File: config.mk
export PLATFORM = sky130hd
export DESIGN_NAME = ps2_kbd_ascii_source
export DESIGN_NICKNAME = d
export VERILOG_FILES = /design/src/rtl/kbd_pkg.sv /design/src/rtl/ps2_sync_edge.sv /design/src/rtl/ps2_kbd_ascii_source.sv
export SDC_FILE = /design/constraint.sdc
export NUM_CORES = 1
export LEC_CHECK = 0
export CAP_MARGIN = 20
export CORE_ASPECT_RATIO = 1.2
export CORE_MARGIN = 2
export CORE_UTILIZATION = 40
export DETAILED_ROUTE_END_ITERATION = 8
export PLACE_DENSITY = 0.56
export SLEW_MARGIN = 5
export SYNTH_ARGS = -nofsm -noshare
export SYNTH_HDL_FRONTEND = slang
export SYNTH_SLANG_ARGS = --single-unit
export TNS_END_PERCENT = 100
File: constraint.sdc
create_clock -name clk_in -period 4 [get_ports clk_in]
set_input_delay 0.6 -clock clk_in [delete_from_list [all_inputs] [get_ports clk_in]]
set_output_delay 0.6 -clock clk_in [all_outputs]
set_load 0.01 [all_outputs]
File: src/rtl/kbd_pkg.sv
// Shared types and constants for the PS/2 keyboard to ASCII source.
package kbd_pkg;

    typedef enum logic [1:0] {
        ST_IDLE,
        ST_DATA,
        ST_PARITY,
        ST_STOP
    } frame_state_t;

    localparam logic [7:0] SC_BREAK  = 8'hF0;
    localparam logic [7:0] SC_EXT    = 8'hE0;
    localparam logic [7:0] SC_LSHIFT = 8'h12;
    localparam logic [7:0] SC_RSHIFT = 8'h59;

    localparam logic [7:0] ASC_LOWER_A  = 8'h61;
    localparam logic [7:0] ASC_ZERO     = 8'h30;
    localparam logic [7:0] ASC_SPACE    = 8'h20;
    localparam logic [7:0] ASC_CASE_OFS = 8'h20;

endpackage

File: src/rtl/ps2_sync_edge.sv
// Two-flop synchronizers for PS/2 clock and data plus falling-edge detect
// on the synchronized clock; all flops reset to the idle-high line level.
module ps2_sync_edge (
    input  logic i_clk,
    input  logic i_rst_n,
    input  logic i_ps2_clk,
    input  logic i_ps2_data,
    output logic o_fall,
    output logic o_data
);

    logic [1:0] r_clk_sync;
    logic [1:0] r_dat_sync;
    logic       r_clk_prev;

    always_ff @(posedge i_clk or negedge i_rst_n) begin
        if (!i_rst_n) begin
            r_clk_sync <= 2'b11;
            r_dat_sync <= 2'b11;
            r_clk_prev <= 1'b1;
        end else begin
            r_clk_sync <= {r_clk_sync[0], i_ps2_clk};
            r_dat_sync <= {r_dat_sync[0], i_ps2_data};
            r_clk_prev <= r_clk_sync[1];
        end
    end

    assign o_fall = r_clk_prev & ~r_clk_sync[1];
    assign o_data = r_dat_sync[1];

endmodule

File: src/rtl/ps2_kbd_ascii_source.sv
// PS/2 set-2 keyboard receiver and scan-code to ASCII decoder.
// Define KBD_PARITY_CHECK_EN to drop odd-parity failures and pulse parity_err.
module ps2_kbd_ascii_source
    import kbd_pkg::*;
#(
    parameter int TIMEOUT_CYCLES = 50000
) (
    input  logic       clk_in,
    input  logic       reset,
    input  logic       ps2_clk,
    input  logic       ps2_data,
    output logic       kbd_data_ready,
    output logic [7:0] kbd_received_ascii_code,
    output logic       parity_err
);

    localparam int TMO_W = $clog2(TIMEOUT_CYCLES + 1);
    localparam logic [TMO_W-1:0] TMO_LAST = TMO_W'(TIMEOUT_CYCLES - 1);

    logic             w_fall;
    logic             w_data;
    frame_state_t     r_state;
    frame_state_t     w_state_nxt;
    logic [7:0]       r_sreg;
    logic [2:0]       r_bitcnt;
    logic [TMO_W-1:0] r_tmo;
    logic             w_frame_end;
    logic             w_byte_vld;
    logic             r_shift_held;
    logic             r_brk_pend;
    logic             r_ext_pend;
    logic [8:0]       w_lut;
    logic [7:0]       w_ascii;

    ps2_sync_edge u_sync (
        .i_clk      (clk_in),
        .i_rst_n    (reset),
        .i_ps2_clk  (ps2_clk),
        .i_ps2_data (ps2_data),
        .o_fall     (w_fall),
        .o_data     (w_data)
    );

    // Returns {hit, ascii}; letters come back lower case.
    function automatic logic [8:0] scan_lookup(input logic [7:0] sc);
        logic [8:0] r;
        case (sc)
            8'h1C: r = {1'b1, ASC_LOWER_A + 8'd0};
            8'h32: r = {1'b1, ASC_LOWER_A + 8'd1};
            8'h21: r = {1'b1, ASC_LOWER_A + 8'd2};
            8'h23: r = {1'b1, ASC_LOWER_A + 8'd3};
            8'h24: r = {1'b1, ASC_LOWER_A + 8'd4};
            8'h2B: r = {1'b1, ASC_LOWER_A + 8'd5};
            8'h34: r = {1'b1, ASC_LOWER_A + 8'd6};
            8'h33: r = {1'b1, ASC_LOWER_A + 8'd7};
            8'h43: r = {1'b1, ASC_LOWER_A + 8'd8};
            8'h3B: r = {1'b1, ASC_LOWER_A + 8'd9};
            8'h42: r = {1'b1, ASC_LOWER_A + 8'd10};
            8'h4B: r = {1'b1, ASC_LOWER_A + 8'd11};
            8'h3A: r = {1'b1, ASC_LOWER_A + 8'd12};
            8'h31: r = {1'b1, ASC_LOWER_A + 8'd13};
            8'h44: r = {1'b1, ASC_LOWER_A + 8'd14};
            8'h4D: r = {1'b1, ASC_LOWER_A + 8'd15};
            8'h15: r = {1'b1, ASC_LOWER_A + 8'd16};
            8'h2D: r = {1'b1, ASC_LOWER_A + 8'd17};
            8'h1B: r = {1'b1, ASC_LOWER_A + 8'd18};
            8'h2C: r = {1'b1, ASC_LOWER_A + 8'd19};
            8'h3C: r = {1'b1, ASC_LOWER_A + 8'd20};
            8'h2A: r = {1'b1, ASC_LOWER_A + 8'd21};
            8'h1D: r = {1'b1, ASC_LOWER_A + 8'd22};
            8'h22: r = {1'b1, ASC_LOWER_A + 8'd23};
            8'h35: r = {1'b1, ASC_LOWER_A + 8'd24};
            8'h1A: r = {1'b1, ASC_LOWER_A + 8'd25};
            8'h45: r = {1'b1, ASC_ZERO + 8'd0};
            8'h16: r = {1'b1, ASC_ZERO + 8'd1};
            8'h1E: r = {1'b1, ASC_ZERO + 8'd2};
            8'h26: r = {1'b1, ASC_ZERO + 8'd3};
            8'h25: r = {1'b1, ASC_ZERO + 8'd4};
            8'h2E: r = {1'b1, ASC_ZERO + 8'd5};
            8'h36: r = {1'b1, ASC_ZERO + 8'd6};
            8'h3D: r = {1'b1, ASC_ZERO + 8'd7};
            8'h3E: r = {1'b1, ASC_ZERO + 8'd8};
            8'h46: r = {1'b1, ASC_ZERO + 8'd9};
            8'h29: r = {1'b1, ASC_SPACE};
            default: r = 9'd0;
        endcase
        return r;
    endfunction

    always_ff @(posedge clk_in or negedge reset) begin
        if (!reset) begin
            r_state <= ST_IDLE;
        end else begin
            r_state <= w_state_nxt;
        end
    end

    // A falling edge always wins over a coincident timeout expiry.
    always_comb begin
        w_state_nxt = r_state;
        if (w_fall) begin
            case (r_state)
                ST_IDLE:   if (!w_data) w_state_nxt = ST_DATA;
                ST_DATA:   if (r_bitcnt == 3'd7) w_state_nxt = ST_PARITY;
                ST_PARITY: w_state_nxt = ST_STOP;
                ST_STOP:   w_state_nxt = ST_IDLE;
                default:   w_state_nxt = ST_IDLE;
            endcase
        end else if (r_state != ST_IDLE && r_tmo == TMO_LAST) begin
            w_state_nxt = ST_IDLE;
        end
    end

    always_ff @(posedge clk_in or negedge reset) begin
        if (!reset) begin
            r_sreg   <= 8'd0;
            r_bitcnt <= 3'd0;
            r_tmo    <= '0;
        end else begin
            if (w_fall || r_state == ST_IDLE) begin
                r_tmo <= '0;
            end else begin
                r_tmo <= r_tmo + 1'b1;
            end
            if (r_state == ST_IDLE) begin
                r_sreg   <= 8'd0;
                r_bitcnt <= 3'd0;
            end else if (w_fall && r_state == ST_DATA) begin
                r_sreg   <= {w_data, r_sreg[7:1]};
                r_bitcnt <= r_bitcnt + 3'd1;
            end
        end
    end

    assign w_frame_end = w_fall && (r_state == ST_STOP);

`ifdef KBD_PARITY_CHECK_EN
    logic r_parity;
    logic w_par_ok;

    assign w_par_ok   = ^{r_sreg, r_parity};
    assign w_byte_vld = w_frame_end && w_data && w_par_ok;

    always_ff @(posedge clk_in or negedge reset) begin
        if (!reset) begin
            r_parity   <= 1'b0;
            parity_err <= 1'b0;
        end else begin
            if (w_fall && r_state == ST_PARITY) r_parity <= w_data;
            parity_err <= w_frame_end && w_data && !w_par_ok;
        end
    end
`else
    assign w_byte_vld = w_frame_end && w_data;
    assign parity_err = 1'b0;
`endif

    assign w_lut   = scan_lookup(r_sreg);
    assign w_ascii = (r_shift_held && w_lut[7:0] >= ASC_LOWER_A) ?
                     (w_lut[7:0] - ASC_CASE_OFS) : w_lut[7:0];

    // Decoder: prefixes arm flags, the following byte is swallowed.
    always_ff @(posedge clk_in or negedge reset) begin
        if (!reset) begin
            kbd_data_ready          <= 1'b0;
            kbd_received_ascii_code <= 8'd0;
            r_shift_held            <= 1'b0;
            r_brk_pend              <= 1'b0;
            r_ext_pend              <= 1'b0;
        end else begin
            kbd_data_ready <= 1'b0;
            if (w_byte_vld) begin
                if (r_sreg == SC_BREAK) begin
                    r_brk_pend <= 1'b1;
                end else if (r_sreg == SC_EXT) begin
                    r_ext_pend <= 1'b1;
                end else if (r_brk_pend || r_ext_pend) begin
                    if (r_brk_pend && (r_sreg == SC_LSHIFT || r_sreg == SC_RSHIFT))
                        r_shift_held <= 1'b0;
                    r_brk_pend <= 1'b0;
                    r_ext_pend <= 1'b0;
                end else if (r_sreg == SC_LSHIFT || r_sreg == SC_RSHIFT) begin
                    r_shift_held <= 1'b1;
                end else if (w_lut[8]) begin
                    kbd_data_ready          <= 1'b1;
                    kbd_received_ascii_code <= w_ascii;
                end
            end
        end
    end

endmodule

==> run metrics <==
final non-filler cell total=about 410; Synth-to-Final Area Change=9.08%; async set or reset register ratio after synthesis=100%; reported max-cap violation count=0; worst hold path type=input pin to asynchronous set/reset pin; relative slew slack=a little under 60%; Site Rows=33; sequential share of power=a little over half; ratio of routed vias to standard cells=~5.7; final worst-path setup slack=about 1000 ps; Mapped Nets=340; Layout Utilization=45.4%; number of top-level pins=14; portion of total power attributed to combinational logic=approximately 9.2%; first-pass GRT wire length=10500 µm; Net Sw Power=approximately 230 µW; top post-synthesis cells by area=sky130_fd_sc_hd__dfrtp_1 36%, sky130_fd_sc_hd__ha_1 6.6%, sky130_fd_sc_hd__nand2_1 5.5%, sky130_fd_sc_hd__dfstp_2 4.6%, sky130_fd_sc_hd__a21oi_1 4.4%; Total Routed Length=between 6000 and 7000 µm; antenna diode count=0; crit share post-route=between 70 and 80%; Inserted Clock Buffers=5; total core area=just under 7000 µm²; share of final-layout standard cells stronger than drive strength 1=7.72%; Critical Path Sink Type=flop; cell-internal power=slightly below 700 µW; port bufs=12; # hold bufs at CTS=0; number of nets with antenna violations after routing=0; post-placement cell area=about 3000 µm²; Clk pin slew, worst setup/hold paths=roughly 90 ps; switching part of the total=between 20% and 30%; Worst Path Max Fanout=13; clock sink count=between 40 and 50; count of final hold-check violations=0; Post-synth EDFFs=0; max-slew violation total from the final report=0; Pleak=around 1.2 nW; number of distinct library cells after synthesis=62; buffer depth of the longest clock path=2; top cell type's share of synthesized area=a little over a third; Highest Clock Rate=336 MHz; total number of H-tree levels=2; library cell occupying the most area in the post-synthesis netlist=sky130_fd_sc_hd__dfrtp_1; post-cts resize count=0; Warnings, synthesis=0; effective utilization at floorplan=approximately two fifths; Finish-stage setup viols=0; instance count of the mapped netlist=about 320; accumulated negative setup slack=0 ps; synthesized area per cell=8.89 µm²; post-synth design cell area=2850 µm²; data required time of the worst path=approximately 4200 ps; CTS tree=done; share of total power in the clock network=a little under two fifths; category of the worst setup path launch point=flop; status=complete, no violations; area of the die=7830 µm²; final period demand of the worst path=between 2000 and 3000 ps; Iteration-0 DRC Markers=150; Slew @ Worst Pin=roughly 620 ps; root buffer cell=sky130_fd_sc_hd__clkbuf_8; weighted congestion at the end of routability-driven global placement=0.951; DIE WIDTH=81.1 µm; Nets=between 300 and 400; design area=about 3100 µm²; average routed wire per standard cell=15.1 µm; count leader, synth=sky130_fd_sc_hd__nand2_1; worst setup path class=flop to flop; leftover overflow at the end of global routing=0; post-synthesis sequential element count=46; vias post-DR=between 2000 and 2500; Post-synth top cells=42 x sky130_fd_sc_hd__nand2_1, 41 x sky130_fd_sc_hd__dfrtp_1, 33 x sky130_fd_sc_hd__nor2_1; vias in the first global route=roughly 2200; pin count of the biggest net entering global routing=47; register area share after synthesis=around two fifths; overall die height=96.5 µm; clock latency on the worst-skew pair=290 ps; hpwl dp=about 4400 µm; pre-CTS WS=around 1000 ps; power per unit of standard cell area=295 nW/µm²; Post-CTS Setup Bufs=0; antenna violations before repair=0; global-route total usage across every layer=17.3%; Post-route DRC=0; Placed Instances=approximately 400; clock skew after layout=10.1 ps; number of iterations in the first detailed-routing pass=5; unrepaired setup endpoints after global routing=false; signal arrival time at the worst endpoint=around 3200 ps; dominant register cell in the synthesized netlist=sky130_fd_sc_hd__dfrtp_1; peak supply drop=227 µV
registers in the layout, indices dropped and copies added, names as in the netlist, 2 cells and up:
signal	flops
r_bitcnt	3
u_sync.r_dat_sync	2
kbd_received_ascii_code	8
r_sreg	8
r_tmo	16
u_sync.r_clk_sync	2
r_state	2
through the flow:
step	hold slack, ps	power, mW
floorplan	304	0.558
global placement	345	0.585
detailed placement	347	0.585
CTS	360	0.929
global route	148	0.969
finish	154	0.919
power groups by stage:
| stage | Sequential, mW | Combinational, mW | Clock [mW] |
|---|---|---|---|
| after floorplan | 0.498 | 0.0600 | 0 |
| after global placement | 0.501 | 0.0845 | 0 |
| after detailed placement | 0.501 | 0.0845 | 0 |
| after CTS | 0.492 | 0.0842 | 0.353 |
| after global routing | 0.495 | 0.0983 | 0.376 |
| final | 0.492 | 0.0847 | 0.342 |
path summary, 6_finish.rpt:
path,from,end,slack (ps),depth (start not counted)
max,r_sreg[1]$_DFFE_PN0P_,kbd_received_ascii_code[6]$_DFFE_PN0P_,1020,8
min,reset,r_state[0]$_DFFE_PN0P_,150,1
max reg2reg,r_sreg[1]$_DFFE_PN0P_,kbd_received_ascii_code[6]$_DFFE_PN0P_,1020,8
min reg2reg,u_sync.r_clk_sync[0]$_DFF_PN1_,u_sync.r_clk_sync[1]$_DFF_PN1_,360,0
max in group asynchronous,reset,u_sync.r_clk_prev$_DFF_PN1_,3310,2
min in group clk_in,u_sync.r_clk_sync[0]$_DFF_PN1_,u_sync.r_clk_sync[1]$_DFF_PN1_,360,0
layout make-up:
type                            instances  area, µm²
Tap cell                               87        109
Inverter                               12       45.0
Sequential cell                        46       1160
Fill cell                             702       3740
Clock buffer                            6       72.6
Clock inverter                          2       37.5
Multi-Input combinational cell        243       1540
Timing Repair Buffer                   15        150
per-layer routing:
layer / share of wire [%] / up-vias / track usage (%)
met1: 44 / 1110 / 21.5
met2: 49 / 56 / 28.4
met5: 0 / - / 0
met3: 3.4 / 25 / 3.53
met4: 3.5 / 0 / 8.90
li1: - / 1134 / -
worst max-delay path, stage by stage, from the launching register on:
cell	delay (ps)
sky130_fd_sc_hd__dfrtp_1	540
sky130_fd_sc_hd__inv_1	180
sky130_fd_sc_hd__ha_1	300
sky130_fd_sc_hd__mux4_2	470
sky130_fd_sc_hd__nand4_1	110
sky130_fd_sc_hd__o211ai_1	140
sky130_fd_sc_hd__or4_1	420
sky130_fd_sc_hd__or4b_4	520
sky130_fd_sc_hd__a41oi_1	220
kinds of logic after synthesis:
| group | after synthesis | synth area share (%) |
|---|---|---|
| AOI/OAI and AO/OA | 70 | 15.9 |
| xor gates and xnor gates | 11 | 3.38 |
| and+or+nand+nor | 137 | 24.2 |
| adders and majority gates | 15 | 6.58 |
| DFF | 46 | 40.6 |
| other | 1 | 0.131 |
| muxes | 9 | 3.81 |
| buffers and inverters | 32 | 5.44 |
placed cells by master (no fill, tap or decap), types with 4 or more instances in the layout:
cell / n
sky130_fd_sc_hd__ha_1: 15
sky130_fd_sc_hd__clkbuf_8: 5
sky130_fd_sc_hd__nor4_1: 4
sky130_fd_sc_hd__a31oi_1: 7
sky130_fd_sc_hd__nand2_1: 42
sky130_fd_sc_hd__nand4_1: 4
sky130_fd_sc_hd__nor2b_1: 5
sky130_fd_sc_hd__or3_1: 7
sky130_fd_sc_hd__a21oi_1: 25
sky130_fd_sc_hd__nor2_1: 33
sky130_fd_sc_hd__o21ai_0: 10
sky130_fd_sc_hd__dfstp_2: 5
sky130_fd_sc_hd__nand3_1: 10
sky130_fd_sc_hd__xor2_1: 7
sky130_fd_sc_hd__clkdlybuf4s50_1: 11
sky130_fd_sc_hd__nand2b_1: 5
sky130_fd_sc_hd__xnor2_1: 4
sky130_fd_sc_hd__dfrtp_1: 41
sky130_fd_sc_hd__inv_1: 12
No activity file was read; power rests on OpenSTA's default activity.
